--- config.mk ---
export PLATFORM = sky130hd
export DESIGN_NAME = fp_mul_arbiter
export DESIGN_NICKNAME = d
export VERILOG_FILES = /design/src/rtl/fp_mul_arbiter.sv
export SDC_FILE = /design/constraint.sdc
export NUM_CORES = 1
export LEC_CHECK = 0
export ABC_AREA = 1
export CAP_MARGIN = 40
export CORE_MARGIN = 1.5
export CORE_UTILIZATION = 43
export DETAILED_ROUTE_END_ITERATION = 7
export GPL_TIMING_DRIVEN = 0
export HOLD_SLACK_MARGIN = 0.03
export PLACE_DENSITY_LB_ADDON = 0.2
export SETUP_SLACK_MARGIN = 0.3
export SYNTH_ARGS = -nofsm -noshare
export SYNTH_HDL_FRONTEND = slang
export SYNTH_SLANG_ARGS = --single-unit
--- constraint.sdc ---
create_clock -name clk -period 3.7 [get_ports clk]
set_clock_uncertainty 0.05 [all_clocks]
set_input_delay 1.11 -clock clk [delete_from_list [all_inputs] [get_ports clk]]
set_output_delay 1.11 -clock clk [all_outputs]
set_load 0.01 [all_outputs]
--- src/rtl/fp_mul_arbiter.sv ---
// Round-robin sharing of one pipelined fp_mul between two requesters.
// A tag pipeline matched to the multiplier latency routes each result to its owner.
module fp_mul_arbiter #(
   parameter int FLOAT_DATA_WIDTH = 32,
   parameter int MUL_LATENCY      = 4
) (
   input  logic                        clk,
   input  logic                        rst,
   input  logic                        clk_en,
   input  logic                        req0_valid,
   output logic                        req0_ready,
   input  logic [FLOAT_DATA_WIDTH-1:0] req0_a,
   input  logic [FLOAT_DATA_WIDTH-1:0] req0_b,
   input  logic                        req1_valid,
   output logic                        req1_ready,
   input  logic [FLOAT_DATA_WIDTH-1:0] req1_a,
   input  logic [FLOAT_DATA_WIDTH-1:0] req1_b,
   output logic                        mul_aclr,
   output logic                        mul_clk_en,
   output logic [FLOAT_DATA_WIDTH-1:0] mul_dataa,
   output logic [FLOAT_DATA_WIDTH-1:0] mul_datab,
   input  logic [FLOAT_DATA_WIDTH-1:0] mul_result,
   output logic [FLOAT_DATA_WIDTH-1:0] res_data,
   output logic                        res0_valid,
   output logic                        res1_valid,
   output logic                        busy
);

   logic                   last_grant;
   logic                   grant0;
   logic                   grant1;
   logic                   issue;
   logic                   issue_own;
   logic [MUL_LATENCY:0]   tag_vld_p;
   logic [MUL_LATENCY:0]   tag_own_p;

   assign mul_aclr   = ~rst;
   assign mul_clk_en = clk_en;

   // Tie goes to the requester that did not win last time.
   always_comb begin
      grant0 = req0_valid && (!req1_valid || last_grant);
      grant1 = req1_valid && (!req0_valid || !last_grant);
   end

   assign req0_ready = clk_en & grant0;
   assign req1_ready = clk_en & grant1;
   assign issue      = req0_ready | req1_ready;
   assign issue_own  = req1_ready;

   // Issue stage feeds the multiplier; tag stage p[L] lines up with mul_result.
   always_ff @(posedge clk or negedge rst) begin
      if (!rst) begin
         last_grant <= 1'b1;
         tag_vld_p  <= '0;
         tag_own_p  <= '0;
         mul_dataa  <= '0;
         mul_datab  <= '0;
         res_data   <= '0;
         res0_valid <= 1'b0;
         res1_valid <= 1'b0;
         busy       <= 1'b0;
      end else if (clk_en) begin
         tag_vld_p <= {tag_vld_p[MUL_LATENCY-1:0], issue};
         tag_own_p <= {tag_own_p[MUL_LATENCY-1:0], issue_own};
         if (issue) begin
            mul_dataa  <= issue_own ? req1_a : req0_a;
            mul_datab  <= issue_own ? req1_b : req0_b;
            last_grant <= issue_own;
         end
         res0_valid <= tag_vld_p[MUL_LATENCY] & ~tag_own_p[MUL_LATENCY];
         res1_valid <= tag_vld_p[MUL_LATENCY] &  tag_own_p[MUL_LATENCY];
         if (tag_vld_p[MUL_LATENCY])
            res_data <= mul_result;
         // After this edge the tags hold {p[L-1:0], issue} and the presented result came from p[L].
         busy <= issue | (|tag_vld_p);
      end
   end

endmodule

==> results.json <==
{
  "outcome": "finished clean",
  "rsz0062_at_grt": "false",
  "wl_per_cell_um": 13.4,
  "worstPathArrival_ps": 2210,
  "finalWirelength_um": 16100,
  "ctsHoldBuffers": 0,
  "root_buffer": "clkbuf_16",
  "timing.slew.headroom_pct": 60.3,
  "place.gp.congestion": 0.858,
  "clock_latency_ps": 350,
  "grt_max_degree": 48,
  "drc_errors": 0,
  "start_util_pct": 44.8,
  "synth_top_area_cell": "dfrtp_1",
  "drive_gt1_share_pct": 5.39,
  "cp.required_ps": 2540,
  "worstMarginPinSlew_ps": 595,
  "grt_pass1_vias": 5240,
  "synth_ff_type": "dfrtp_1",
  "cts_tree": "done",
  "power_density_nw_per_um2": 426,
  "area_growth_pct": 59.9,
  "critPathLaunchType": "input port",
  "fin_util_pct": 71.6,
  "max-cap-violations": 0,
  "synth_most_common_cell": "nand2_1",
  "gr-usage-all-layers_pct": 24.5,
  "irDropWorstVdd_v": 0.000227,
  "first_pass_iters": 4,
  "cts_htree_levels": 3,
  "antenna_found_initial": 1,
  "rows": 40,
  "synth-edff-count": 0,
  "pin_count": 268,
  "ys_seq_area_share_pct": 50.6,
  "hold_viol_final": 0,
  "core_area_um2": 12200,
  "avgViaCountPerCell": 4.62,
  "clock_path_buffers": 2,
  "nFillCells": 1033,
  "fin_crit_ps": 3370,
  "grt_pass1_wl_um": 25500,
  "die_y_um": 116,
  "wl_met2_um": 7860,
  "synthCells": 751,
  "die_x_um": 116,
  "leakage_nw": 4.61,
  "ant_nets": 0,
  "synth_area_um2": 5450,
  "slew_violations": 0,
  "dieArea_um2": 13400,
  "synth.distinct_cells": 15,
  "route.vias.total": 5574,
  "critPathMaxFanout": 10,
  "fin_crit_sh_pct": 91.1,
  "clk_pin_slew_ps": 70,
  "hpwl_um": 12100,
  "wl_met1_um": 6580,
  "syn_area_per_cell_um2": 7.25,
  "synth_top_area_share_pct": 50.1,
  "async_flop_share_pct": 100,
  "syn_nets": 916,
  "finalPower_mw": 3.71,
  "clock-sinks": 110,
  "path_class": "input port to output port",
  "drtIter0Drc": 220,
  "wl_met3_um": 1210,
  "top_layer_used": "met4",
  "hold_class": "register to register",
  "yosysWarnings": 0,
  "setup_viol": 0,
  "synth-seq-cells": 110,
  "synth_top_cells_by_area": "dfrtp_1 50%, nand2_1 19%, nand3_1 15%",
  "gr-total-overflow": 0,
  "crit_path_end_kind": "output port",
  "fmax_mhz": 297,
  "cts_buffers": 9,
  "io_buffers": 267,
  "synth_common_cells": "274 x nand2_1, 161 x nand3_1, 139 x inv_1",
  "fin_nets": 1198
}
report_power, final:
group | internal [mW] | switching, mW
clock network | 0.478 | 0.447
registers | 1.43 | 0.122
logic | 0.679 | 0.548
cell families (layout without fill, tap and decap cells):
logic type	after synthesis	count (layout)	synth area share [%]
simple gates	440	440	34.1
compound gates	13	13	1.19
other cells	0	1	0
buf+inv	188	475	14.2
flops	110	110	50.6
registers in the layout, indices dropped and copies added, names as in the netlist:
name        count
res0_valid      1
res1_valid      1
tag_own_p       5
res_data       32
tag_vld_p       5
last_grant      1
mul_dataa      32
busy            1
mul_datab      32
area by class of cell:
class | instances | area [um^2] | area share [%]
Sequential cell | 110 | 2750 | 31.6
Timing Repair Buffer | 271 | 2750 | 31.6
Multi-Input combinational cell | 453 | 1930 | 22.2
Inverter | 140 | 526 | 6.03
Buffer | 48 | 255 | 2.93
Clock buffer | 11 | 243 | 2.79
Tap cell | 168 | 210 | 2.41
Clock inverter | 5 | 35.0 | 0.402
Antenna cell | 1 | 2.50 | 0.0287
worst paths after layout:
path	start	depth (start not counted)	end	slack (ps)
max in group asynchronous	rst	2	mul_dataa[19]	2420
min reg2reg	res_data[6]	2	res_data[6]	420
min in group asynchronous	rst	1	mul_dataa[18]	560
max reg2reg	last_grant	6	mul_datab[12]	2040
min	res_data[6]	2	res_data[6]	420
max	req0_valid	7	req1_ready	330
metrics by stage:
stage	hold slack, ps	instance area (um^2)	TNS, ps	setup slack (ps)	instances
2_1_floorplan	389	5450	0	847	751
3_3_place_gp	396	8330	-312300	-3460	1186
3_5_place_dp	407	8360	-647	-485	1187
4_1_cts	421	8680	0	69.6	1204
5_1_grt	443	8710	0	286	1207
6_report	420	8710	0	328	1207
cell usage in the layout, fill, tap and decap left out:
cell type / n
nand2_1: 272
clkdlybuf4s50_1: 262
nand3_1: 161
inv_1: 139
dfrtp_1: 109
buf_2: 24
clkbuf_1: 16
o21ai_0: 12
clkbuf_16: 9
buf_4: 5
nor2_1: 4
buf_6: 3
buf_1: 2
clkinv_2: 2
dlygate4sd2_1: 2
diode_2: 1
nand2_2: 1
inv_2: 1
nand2_4: 1
buf_8: 1
a21oi_1: 1
nand4_1: 1
inv_6: 1
clkbuf_8: 1
clkinvlp_4: 1
clkinv_4: 1
bufbuf_16: 1
dlymetal6s2s_1: 1
buf_12: 1
dfstp_2: 1
buf_16: 1
clkbuf_2: 1
worst max-delay path, stage by stage:
cell,delay [ps]
clkdlybuf4s50_1,490
nand2_1,110
nand2_4,110
buf_8,100
buf_6,130
inv_1,40
clkbuf_2,120
routing by layer:
metal	global-route usage, %	vias to the layer above
met5	0	-
met4	10.5	0
met3	6.69	34
met2	41.3	184
met1	29.7	2528
li1	-	2828
what timing repair did:
action                                  CTS  global route
endpoints found under the setup margin    4             1
buffers inserted                          0             2
gates cloned                              1             0
endpoints found under the hold margin     0             0
resized for setup                         8             6
pin swaps                                 0             0
Power figures use the tool's default switching activity.
